File: config.mk
export PLATFORM = sky130hd
export DESIGN_NAME = alu_cmd_sequencer
export DESIGN_NICKNAME = d
export VERILOG_FILES = /design/src/rtl/alu_cmd_sequencer.sv
export SDC_FILE = /design/constraint.sdc
export NUM_CORES = 1
export LEC_CHECK = 0
export ABC_CLOCK_PERIOD_IN_PS = 3300
export CELL_PAD_IN_SITES_DETAIL_PLACEMENT = 1
export CELL_PAD_IN_SITES_GLOBAL_PLACEMENT = 1
export CORE_MARGIN = 5
export CORE_UTILIZATION = 41
export CTS_BUF_LIST = sky130_fd_sc_hd__clkbuf_2 sky130_fd_sc_hd__clkbuf_4 sky130_fd_sc_hd__clkbuf_8
export DETAILED_ROUTE_END_ITERATION = 16
export GPL_TIMING_DRIVEN = 0
export PLACE_DENSITY = 0.95
export SLEW_MARGIN = 20
export SYNTH_ARGS = -nofsm -noshare
export SYNTH_HDL_FRONTEND = slang
export SYNTH_SLANG_ARGS = --single-unit
File: constraint.sdc
create_clock -name clk -period 3.3 [get_ports clk]
set_input_delay 0.66 -clock clk [delete_from_list [all_inputs] [get_ports clk]]
set_output_delay 0.66 -clock clk [all_outputs]
set_load 0.02 [all_outputs]
File: src/rtl/alu_cmd_sequencer.sv
// alu_cmd_sequencer
//   Control stage around a WIDTH-bit combinational ALU (op 0 = XOR, op 1 = ROR A by B).
//   A command is accepted over cmd_valid/cmd_ready and its operands are registered.
//   The ALU is then driven from those registers for one cycle, and R/ZF are captured.
//   The captured result is offered over res_valid/res_ready.
//   In chain mode, the last delivered result replaces operand A.
//   Saturating counters track delivered results and delivered zero results.
//
// Ports
//   clk, rst_n                     clock, asynchronous active-low reset
//   cmd_valid/ready/op/a/b/chain   upstream command handshake and payload
//   alu_op/a/b  -> ALU             registered operands
//   alu_r/zf    <- ALU             combinational result and zero flag
//   res_valid/ready/r/zf           downstream result handshake and payload
//   op_count, zero_count           saturating delivery counters
module alu_cmd_sequencer #(
  parameter int WIDTH = 5,
  parameter int CNT_W = 8
) (
  input  logic             clk,
  input  logic             rst_n,
  input  logic             cmd_valid,
  output logic             cmd_ready,
  input  logic             cmd_op,
  input  logic [WIDTH-1:0] cmd_a,
  input  logic [WIDTH-1:0] cmd_b,
  input  logic             cmd_chain,
  output logic             alu_op,
  output logic [WIDTH-1:0] alu_a,
  output logic [WIDTH-1:0] alu_b,
  input  logic [WIDTH-1:0] alu_r,
  input  logic             alu_zf,
  output logic             res_valid,
  input  logic             res_ready,
  output logic [WIDTH-1:0] res_r,
  output logic             res_zf,
  output logic [CNT_W-1:0] op_count,
  output logic [CNT_W-1:0] zero_count
);

  typedef enum logic [1:0] {IDLE, EXEC, DONE} state_t;

  state_t           state_q, state_d;
  logic             op_q, op_d;
  logic [WIDTH-1:0] a_q, a_d;
  logic [WIDTH-1:0] b_q, b_d;
  logic [WIDTH-1:0] r_q, r_d;
  logic             zf_q, zf_d;
  logic [WIDTH-1:0] last_r_q, last_r_d;
  logic             have_last_q, have_last_d;
  logic [CNT_W-1:0] op_cnt_q, op_cnt_d;
  logic [CNT_W-1:0] zero_cnt_q, zero_cnt_d;

  // Increment that sticks at all-ones instead of wrapping.
  function automatic logic [CNT_W-1:0] sat_inc(input logic [CNT_W-1:0] v);
    if (&v) return v;
    return v + {{(CNT_W-1){1'b0}}, 1'b1};
  endfunction

  always_comb begin
    state_d     = state_q;
    op_d        = op_q;
    a_d         = a_q;
    b_d         = b_q;
    r_d         = r_q;
    zf_d        = zf_q;
    last_r_d    = last_r_q;
    have_last_d = have_last_q;
    op_cnt_d    = op_cnt_q;
    zero_cnt_d  = zero_cnt_q;
    case (state_q)
      IDLE: begin
        if (cmd_valid) begin
          op_d    = cmd_op;
          b_d     = cmd_b;
          // Chaining only takes effect once a result has actually been delivered.
          a_d     = (cmd_chain && have_last_q) ? last_r_q : cmd_a;
          state_d = EXEC;
        end
      end
      EXEC: begin
        r_d     = alu_r;
        zf_d    = alu_zf;
        state_d = DONE;
      end
      DONE: begin
        if (res_ready) begin
          last_r_d    = r_q;
          have_last_d = 1'b1;
          op_cnt_d    = sat_inc(op_cnt_q);
          if (zf_q) zero_cnt_d = sat_inc(zero_cnt_q);
          state_d     = IDLE;
        end
      end
      default: state_d = IDLE;
    endcase
  end

  always_ff @(posedge clk or negedge rst_n) begin
    if (!rst_n) begin
      state_q     <= IDLE;
      op_q        <= 1'b0;
      a_q         <= '0;
      b_q         <= '0;
      r_q         <= '0;
      zf_q        <= 1'b0;
      last_r_q    <= '0;
      have_last_q <= 1'b0;
      op_cnt_q    <= '0;
      zero_cnt_q  <= '0;
    end else begin
      state_q     <= state_d;
      op_q        <= op_d;
      a_q         <= a_d;
      b_q         <= b_d;
      r_q         <= r_d;
      zf_q        <= zf_d;
      last_r_q    <= last_r_d;
      have_last_q <= have_last_d;
      op_cnt_q    <= op_cnt_d;
      zero_cnt_q  <= zero_cnt_d;
    end
  end

  assign cmd_ready  = (state_q == IDLE);
  assign res_valid  = (state_q == DONE);
  assign alu_op     = op_q;
  assign alu_a      = a_q;
  assign alu_b      = b_q;
  assign res_r      = r_q;
  assign res_zf     = zf_q;
  assign op_count   = op_cnt_q;
  assign zero_count = zero_cnt_q;

endmodule
==> results of run 1 <==
-- stage by stage --
step	total power, W	cells	area (um2)	hold slack, ps
final	0.002209	269	2614	271.4
after global placement	0.001857	260	2512	449.6
after detailed placement	0.001906	261	2527	458.0
after floorplan	0.001413	152	1887	364.4
after global routing	0.002351	269	2614	296.2
after CTS	0.002244	269	2614	278.7
-- logic make-up (layout without fill, tap and decap cells) --
family / after synthesis / count (layout)
compound gates: 16 / 16
mux: 24 / 24
fa+ha+maj: 2 / 2
buf+inv: 6 / 71
simple gates: 55 / 55
flops: 41 / 41
xor+xnor: 8 / 8
-- sequential cells by signal, indices dropped and copies added (netlist names) --
register     count
last_r_q         5
alu_a            5
op_count         8
res_zf           1
state_q          2
have_last_q      1
res_r            5
zero_count       8
alu_op           1
alu_b            5
-- Yosys cell counts, types with 2 or more instances --
library cell  count  share of area [%]
a21oi_1           5                1.3
and3_1            3               0.99
buf_4             2               0.80
dfrtp_1          41                 54
ha_1              2                1.3
inv_1             2               0.40
mux2_1            3                1.8
mux2_2           15                9.0
mux2i_1           5                2.7
nand2_1          24                4.8
nand2b_1          4                1.3
nand3_1           4                1.1
nand4_1           3               0.99
nor2_1            6                1.2
o211ai_1          3                1.2
xnor2_1           6                2.8
xor2_1            2               0.93
-- cells in the final DEF, fill, tap and decap left out, drive strengths merged, types with 2 or more instances in the layout --
cell type	Yosys	layout
xor2	2	2
nor4	2	2
nor2	6	6
nand2b	4	4
nand4	4	4
a21oi	5	5
mux2i	5	5
xnor2	6	6
clkdlybuf4s50	0	55
nand3	4	4
ha	2	2
buf	4	6
clkbuf	0	5
inv	2	2
nand2	24	24
and3	3	3
o21ai	3	3
clkinv	0	2
a2111oi	2	2
o211ai	3	3
mux2	19	19
dfrtp	41	41
-- power by group through the flow --
stage          clock (W)  sequential, W  combinational [W]
2_1_floorplan          0        0.00103           0.000385
3_3_place_gp           0       0.000860           0.000996
3_5_place_dp           0       0.000871            0.00104
4_1_cts         0.000337       0.000864            0.00104
5_1_grt         0.000358       0.000894            0.00110
6_report        0.000326       0.000860            0.00102
-- worst paths after layout --
check	start	end	slack, ps	cells after the start
worst min register to register	last_r_q[2]$_DFFE_PN0P_	last_r_q[2]$_DFFE_PN0P_	480	2
worst max-delay path	state_q[0]$_DFFE_PN0P_	res_valid	980	3
worst min-delay path	rst_n	op_count[1]$_DFFE_PN0P_	270	1
max in group asynchronous	rst_n	zero_count[2]$_DFFE_PN0P_	2560	2
worst max register to register	zero_count[0]$_DFFE_PN0P_	zero_count[1]$_DFFE_PN0P_	1560	4
min in group clk	last_r_q[2]$_DFFE_PN0P_	last_r_q[2]$_DFFE_PN0P_	480	2
-- per-layer routing --
metal | GRT usage (%) | wire, um
met1 | 18.40 | 1779
met2 | 28.46 | 2445
met3 | 3.356 | 163
met4 | 6.701 | 72
met5 | 0 | 0
-- area by class of cell --
type                            instances  area, um2
Timing Repair Buffer                   57      575.6
Buffer                                  4      31.28
Tap cell                               52      65.06
Clock buffer                            5      68.82
Sequential cell                        41       1026
Multi-Input combinational cell        105      822.0
Clock inverter                          3      17.52
Fill cell                             486       1800
Inverter                                2      7.507
==> results.tsv, run 1 <==
metric	value	unit
die height	77.84	um
clock root buffer	clkbuf_8	
Core ar.	4414	um2
Routed Antenna Nets	0	
DR iter-0 viols	47	
CP max stage cell	clkdlybuf4s50_1	
critical-path maximum fanout	8	
Max Cap Violations	0	
syn avg cell area	12.41	um2
Fin. Hold Viols	0	
final global-route overflow total	0	
largest net degree at the start of global routing	28	
Gates resized, CTS repair	0	
first-pass GRT wire length	7590	um
die area	6058	um2
Worst Hold Class	in2async	
Worst Skew	4.284	ps
fin nets	240	
Post-synth top flop	dfrtp_1	
Clk pwr share	14.8	%
fmax	0.4307	GHz
DRT Pass-1 Iters	4	
maximum level of the CTS H-tree	2	
Final WS setup	978.4	ps
vias in the first global route	1456	
Post-Syn Area	1887	um2
yosys warns	0	
CP arrival	1660	ps
Core Util, Final	59.21	%
antenna violations before repair	0	
fraction of layout cells with a size suffix above 1	17.51	%
largest family of logic cells by synthesized area	simple AND/OR/NAND/NOR gates	
fin crit share	70.35	%
Post-CTS Setup Inserts	0	
drt wl/cell	16.58	um
RSZ-0062 raised after global routing	false	
P_leak	1.143	nW
vias post-DR	1391	
cells after synthesis	152	
Pint	0.001361	W
PortBufs	56	
sequential share of the synthesized area	54.38	%
# IOs	57	
Fin Setup TNS	0	ps
Cell Pwr Density	845.1	nW/um2
Mapped Nets	176	
mux cell area share after synthesis	14.19	%
Rows	24	
gr usage total	15.99	%
Worst Path Buf+Inv	2	
clock-pin slew on the worst setup and hold paths	80	ps
Post-CTS Hold Buffers	0	
Synth Area in Simple Gates	17.37	%
Comb pwr share	46.3	%
Worst path top cell family by delay	buffers and inverters	
Async SR Flop Fraction	100.0	%
fin crit period	2322	ps
Num CTS Buffers	5	
post-place setup slack	999.1	ps
Seq pwr share	38.9	%
final WL	4461	um
clk buf depth	2	
endpoint type of the worst setup path	output port	
Adder-Cell Fraction of Synth Area	1.326	%
CTS tree	yes	
ANT cells	0	
Worst-Skew Late Latency	290	ps
status	completed	
Compound-Gate Fraction of Synth Area	6.963	%
post-DR vias/cell	5.171	
CTS Sinks	41	
die width	77.84	um
worst slew pin tran	408.3	ps
last weighted congestion value of the routability-driven placer	0.8071	
Yosys reg bits	41	
# DRC	0	
final setup fails	0	
CP peak stage delay	600	ps
Post-synth EDFFs	0	
Layout area overhead	38.53	%
dpl hpwl	3338	um
crit path launch type	flip-flop	
Worst EP required	2640	ps
Starting Density	42.74	%
switching portion of total power	38.40	%
critical path class	reg2out	
Sw Pwr	0.0008483	W
Rel. slew slack	72.75	%
crit path cell chain	nand2b_1 > inv_1 > clkdlybuf4s50_1	
Netlist cell types	39	
post-synthesis xor/xnor area fraction	3.714	%
Max Slew Vio Count	0	
worst vdd ir	393.7	uV
(Power assumes the default switching activity.)
==> inputs of run 2 (changes only) <==
Settings changed: ABC_CLOCK_PERIOD_IN_PS 3300 to 2100, CORE_UTILIZATION 41 to 34, PLACE_DENSITY 0.95 to 0.86.
Clock period 3.3 ns to 2.1 ns, I/O delays scaled along.
==> run 2 against run 1 <==
Net effect:
- hold slack lost 180 ps
- via count grew 0.79%
- worst setup slack lost 860 ps
- combinational power grew 56%
- die area grew 18%
- sequential power grew 58%
- largest cell class unchanged
==> results.tsv, run 2 (synthesis results as in run 1) <==
metric	value	unit	change
post-DR vias/cell	4.851		-6.2%
CTS tree	yes		
fin nets	240		unchanged
final setup fails	0		unchanged
clock-pin slew on the worst setup and hold paths	80	ps	about the same
# IOs	57		unchanged
Worst R2R End	zero_count[1]$_DFFE_PN0P_		
Worst EP required	1680	ps	-960 ps
final global-route overflow total	0		unchanged
Worst Skew	7.758	ps	+3.474 ps
Rows	27		+13%
Layout area overhead	41.25	%	
Worst R2R Start	zero_count[0]$_DFFE_PN0P_		
critical path class	reg2out		
Post-CTS Hold Buffers	0		unchanged
Pwr Total	0.003516	W	+59%
clk buf depth	2		unchanged
DRT Pass-1 Iters	4		unchanged
hold_ws	90.15	ps	-181.2 ps
grt met1 use	14.89	%	-3.5 points
Fin Setup TNS	0	ps	unchanged
Worst Setup EP	cmd_ready		
endpoint type of the worst setup path	output port		
Fin. Hold Viols	0		unchanged
critical-path maximum fanout	8		unchanged
# DRC	0		unchanged
clock root buffer	clkbuf_8		
CP startpoint	state_q[1]$_DFFE_PN0P_		
R2R Setup Slk	350	ps	-1210 ps
Max Cap Violations	0		unchanged
PortBufs	56		unchanged
crit path launch type	flip-flop		
dpl hpwl	3410	um	+2.1%
final WL	4410	um	-1.1%
Starting Density	34.69	%	-8.1 points
met2 Usage GRT	22.28	%	-6.2 points
fin crit period	1981	ps	
die width	84.50	um	+8.6%
vias in the first global route	1433		-1.6%
last weighted congestion value of the routability-driven placer	0.7926		-1.8%
Worst Hold Class	in2async		
CTS Sinks	41		unchanged
Max Slew Vio Count	0		unchanged
GRT met3 Usage	2.846	%	-0.51 points
CP max stage cell	clkdlybuf4s50_1		
ANT cells	0		unchanged
Worst-Skew Late Latency	300	ps	about the same
fmax	0.5049	GHz	
worst-case reg-to-reg path depth	4		unchanged
Num CTS Buffers	5		unchanged
crit path cell chain	buf_4 > nor2_1 > clkdlybuf4s50_1		
Core ar.	5439	um2	+23%
Gates resized, CTS repair	0		unchanged
RSZ-0062 raised after global routing	false		
die height	84.50	um	+8.6%
largest net degree at the start of global routing	22		-21%
vias post-DR	1402		+0.79%
Most Crowded Layer GR	met2		
status	completed		
most frequent cells in the layout	clkdlybuf4s50_1, dfrtp_1, nand2_1		
CP peak stage delay	620	ps	+20 ps
fin crit share	94.31	%	
drt wl/cell	15.26	um	-8.0%
P_leak	1.170	nW	+2.4%
maximum level of the CTS H-tree	2		unchanged
Routed Antenna Nets	0		unchanged
antenna violations before repair	0		unchanged
first-pass GRT wire length	7279	um	-4.1%
CP arrival	1560	ps	-100 ps
fraction of layout cells with a size suffix above 1	17.97	%	+0.46 points
Rel. slew slack	64.75	%	-8.0 points
worst vdd ir	542.2	uV	+38%
most common cell after layout, fill and taps aside	clkdlybuf4s50_1		
gr usage total	12.85	%	-3.1 points
Post-CTS Setup Inserts	0		unchanged
die area	7139	um2	+18%
Cell Pwr Density	1319	nW/um2	+56%
worst slew pin tran	528.7	ps	+120.4 ps
DR iter-0 viols	14		-70%
-- run 2: layout make-up --
class	count	area [um2]
clock buffer	7	96.34
tap	72	90.09
clock inverter	1	5.005
multi-input combinational	105	822.0
buffer	4	31.28
inverter	2	7.507
sequential	41	1027
timing repair buffer	57	585.6
fill	586	2774
-- run 2: how the worst min path moves through the flow --
stage | start | end | slack (ps)
detailed placement | rst_n | op_count[0]$_DFFE_PN0P_ | 440
global route | rst_n | op_count[0]$_DFFE_PN0P_ | 130
global placement | have_last_q$_DFFE_PN0P_ | have_last_q$_DFFE_PN0P_ | 450
floorplan | rst_n | alu_a[0]$_DFFE_PN0P_ | 120
finish | rst_n | op_count[0]$_DFFE_PN0P_ | 90
CTS | rst_n | op_count[0]$_DFFE_PN0P_ | 110
-- run 2: critical path: cells and delay by family, from the launching register on --
family / cells / cell delay, ps
buffers and inverters: 2 / 790
and+or+nand+nor: 1 / 110
DFF: 1 / 370
-- run 2: metal layers --
| layer | wire, um | vias to the layer above |
|---|---|---|
| li1 | - | 668 |
| met1 | 1821 | 694 |
| met2 | 2260 | 30 |
| met3 | 187 | 10 |
| met4 | 140 | 0 |
| met5 | 0 | - |
-- run 2: metrics by stage --
| step | worst slack [ps] | instance area, um2 | utilization [%] | std cells |
|---|---|---|---|---|
| after detailed placement | 37.26 | 2560 | 47.07 | 281 |
| after floorplan | 463.4 | 1887 | - | 152 |
| final | 119.5 | 2665 | 49.00 | 289 |
| after global placement | -517.1 | 2537 | 46.65 | 280 |
| after global routing | 48.67 | 2665 | 49.00 | 289 |
| after CTS | 8.637 | 2661 | 48.93 | 289 |
-- run 2: power by group --
part | total (W) | internal, W | switching, W | leakage (nW)
clock network | 0.000565 | 0.000297 | 0.000268 | 0.0542
registers | 0.00136 | 0.00109 | 0.000265 | 0.498
logic | 0.00159 | 0.000818 | 0.000774 | 0.618
total | 0.00352 | 0.00221 | 0.00131 | 1.17
==> inputs of run 3 (changes only) <==
Settings changed: ABC_AREA set to 1, CORE_UTILIZATION 34 to 33, PLACE_DENSITY 0.86 to 0.87.
==> run 3 against run 2 <==
Net effect:
- combinational power barely moved
- non-clock buffer count fell by 1
- cell count rose by 31%
- total power fell by 2.8%
- clock power fell by 8.1%
- largest cell class unchanged
- largest power group unchanged
==> results.tsv, run 3 <==
metric	value	unit	change
Max Cap Violations	0		unchanged
fin area	2800	um2	+5.1%
Num CTS Buffers	5		unchanged
GRT met3 Usage	3.538	%	+0.69 points
antenna violations before repair	0		unchanged
first-pass GRT wire length	9025	um	+24%
Gates resized, CTS repair	0		unchanged
most common cell after layout, fill and taps aside	nand2_1		
# DRC	0		unchanged
vias post-DR	1770		+26%
DR iter-0 viols	47		+33
crit path launch type	flip-flop		
die width	88.57	um	+4.8%
Worst R2R Start	zero_count[0]$_DFFE_PN0P_		
RSZ-0062 raised after global routing	false		
worst-case reg-to-reg path depth	6		+2
# IOs	57		unchanged
Mapped Nets	264		+50%
status	completed		
most frequent cell after synthesis	nand2_1		
Rows	28		+3.7%
CP arrival	1610	ps	+50 ps
last weighted congestion value of the routability-driven placer	0.7632		-3.7%
fin crit share	96.59	%	+2.3 points
syn avg cell area	8.487	um2	-32%
endpoint type of the worst setup path	output port		
dpl hpwl	4021	um	+18%
Worst Hold Class	in2async		
clk buf depth	2		unchanged
Async SR Flop Fraction	100.0	%	unchanged
Post-CTS Hold Buffers	0		unchanged
ANT cells	0		unchanged
Netlist cell types	29		-26%
Core Util, Final	47.02	%	-2.0 points
Post-synth EDFFs	0		unchanged
P_leak	1.309	nW	+12%
fmax	0.4930	GHz	-2.4%
met2 Usage GRT	25.42	%	+3.1 points
sequential share of the synthesized area	50.37	%	-4.0 points
post-place setup slack	338.3	ps	+301.0 ps
Most Crowded Layer GR	met2		
clock root buffer	clkbuf_8		
die height	88.57	um	+4.8%
Core ar.	5956	um2	+9.5%
final WL	5318	um	+21%
Post-CTS Setup Inserts	0		unchanged
fin nets	328		+37%
worst slew pin tran	577.1	ps	+48.44 ps
post-DR vias/cell	4.658		-4.0%
final global-route overflow total	0		unchanged
Final WS setup	71.71	ps	-47.76 ps
Worst-Skew Late Latency	290	ps	about the same
vias in the first global route	1864		+30%
top cell type's share of synthesized area	50.37	%	-4.0 points
area post-placement	2714	um2	+6.0%
largest net degree at the start of global routing	23		+4.5%
final setup fails	0		unchanged
CTS Sinks	41		unchanged
maximum level of the CTS H-tree	2		unchanged
cells after synthesis	240		+58%
fraction of layout cells with a size suffix above 1	15.41	%	-2.6 points
Starting Density	34.20	%	-0.49 points
top post-synthesis cells by count	nand2_1, dfrtp_1, inv_1, nor2_1, nand2_2		
gr usage total	14.71	%	+1.9 points
CP startpoint	state_q[0]$_DFFE_PN0P_		
Cell Pwr Density	1220	nW/um2	-7.5%
Routed Antenna Nets	0		unchanged
most area-consuming cells after synthesis	dfrtp_1, nand2_1, nand2_2		
yosys warns	0		unchanged
Yosys reg bits	41		unchanged
die area	7844	um2	+9.9%
Rel. slew slack	61.53	%	-3.2 points
worst vdd ir	594.7	uV	+9.7%
Layout area overhead	37.47	%	
Fin. Hold Viols	0		unchanged
Max Slew Vio Count	0		unchanged
critical path class	reg2out		
DRT Pass-1 Iters	4		unchanged
Post-Syn Area	2037	um2	+8.0%
CTS tree	yes		
grt met1 use	18.49	%	+3.6 points
hold_ws	113.3	ps	+23.15 ps
fin crit period	2028	ps	+47.76 ps
Worst EP required	1680	ps	about the same
PortBufs	56		unchanged
Yosys top cell by area	dfrtp_1		
Worst Skew	7.732	ps	-0.02628 ps
critical-path maximum fanout	3		-5
Post-synth top flop	dfrtp_1		
drt wl/cell	13.99	um	-8.3%
clock-pin slew on the worst setup and hold paths	80	ps	about the same
most frequent cells in the layout	nand2_1, clkdlybuf4s50_1, dfrtp_1		
==> run 3: cell types whose count changed in the layout (fill, tap and decap cells not counted), sizes merged, moves of 3 or more <==
cell	before	now
a21oi	5	15
inv	2	20
nand3	4	8
nand2	24	109
mux2i	5	0
o21ai	3	8
nand2b	4	0
and3	3	0
xnor2	6	3
o211ai	3	0
mux2	19	2
nor2	6	22
==> run 3: layout make-up <==
| type | count | area, um2 |
|---|---|---|
| Fill cell | 707 | 3156 |
| Sequential cell | 41 | 1026 |
| Multi-Input combinational cell | 175 | 894.6 |
| Timing Repair Buffer | 57 | 583.1 |
| Tap cell | 75 | 93.84 |
| Inverter | 21 | 86.33 |
| Clock buffer | 6 | 76.32 |
| Buffer | 3 | 30.03 |
| Clock inverter | 2 | 10.01 |
==> run 3: metrics by stage <==
step	cells	total power, W	TNS, ps
after floorplan	240	0.002191	0
after global placement	371	0.002860	-22050
after detailed placement	372	0.002939	0
after CTS	380	0.003479	0
after global routing	380	0.003683	0
final	380	0.003416	0
==> run 3: logic make-up (layout without fill, tap and decap cells) <==
logic type | after synthesis | in the layout | synth area share, %
AO/OA/AOI/OAI | 23 | 23 | 6.387
flip-flops | 41 | 41 | 50.37
multiplexers | 2 | 2 | 1.290
adder cells (fa/ha/maj) | 2 | 2 | 1.228
AND/OR/NAND/NOR | 142 | 142 | 32.43
XOR/XNOR | 6 | 6 | 2.580
buffers and inverters | 24 | 89 | 5.712
==> run 3: critical path: stages, from the launching register on <==
cell	delay, ps
dfrtp_1	420
inv_2	80
nand2_2	90
inv_1	100
clkdlybuf4s50_1	620
==> run 3: path summary, 6_finish.rpt <==
kind | slack (ps) | end
min in group clk | 490 | alu_b[0]$_DFFE_PN0P_
max in group asynchronous | 1480 | res_r[4]$_DFFE_PN0N_
min | 110 | alu_a[1]$_DFFE_PN0P_
max reg2reg | 660 | zero_count[2]$_DFFE_PN0P_
min reg2reg | 490 | alu_b[0]$_DFFE_PN0P_
max | 70 | res_valid
==> run 3: layer usage <==
layer / vias up / wire, um
met4: 0 / 34
met1: 846 / 2368
met3: 5 / 341
met5: - / 0
li1: 870 / -
met2: 49 / 2573
==> run 3: report_power, final <==
| part | leakage [nW] | total, W | switching [W] | internal [W] |
|---|---|---|---|---|
| sequential | 0.508 | 0.00132 | 0.000246 | 0.00107 |
| clock | 0.0484 | 0.000519 | 0.000275 | 0.000244 |
| combinational | 0.752 | 0.00158 | 0.000861 | 0.000719 |
| total | 1.31 | 0.00342 | 0.00138 | 0.00203 |
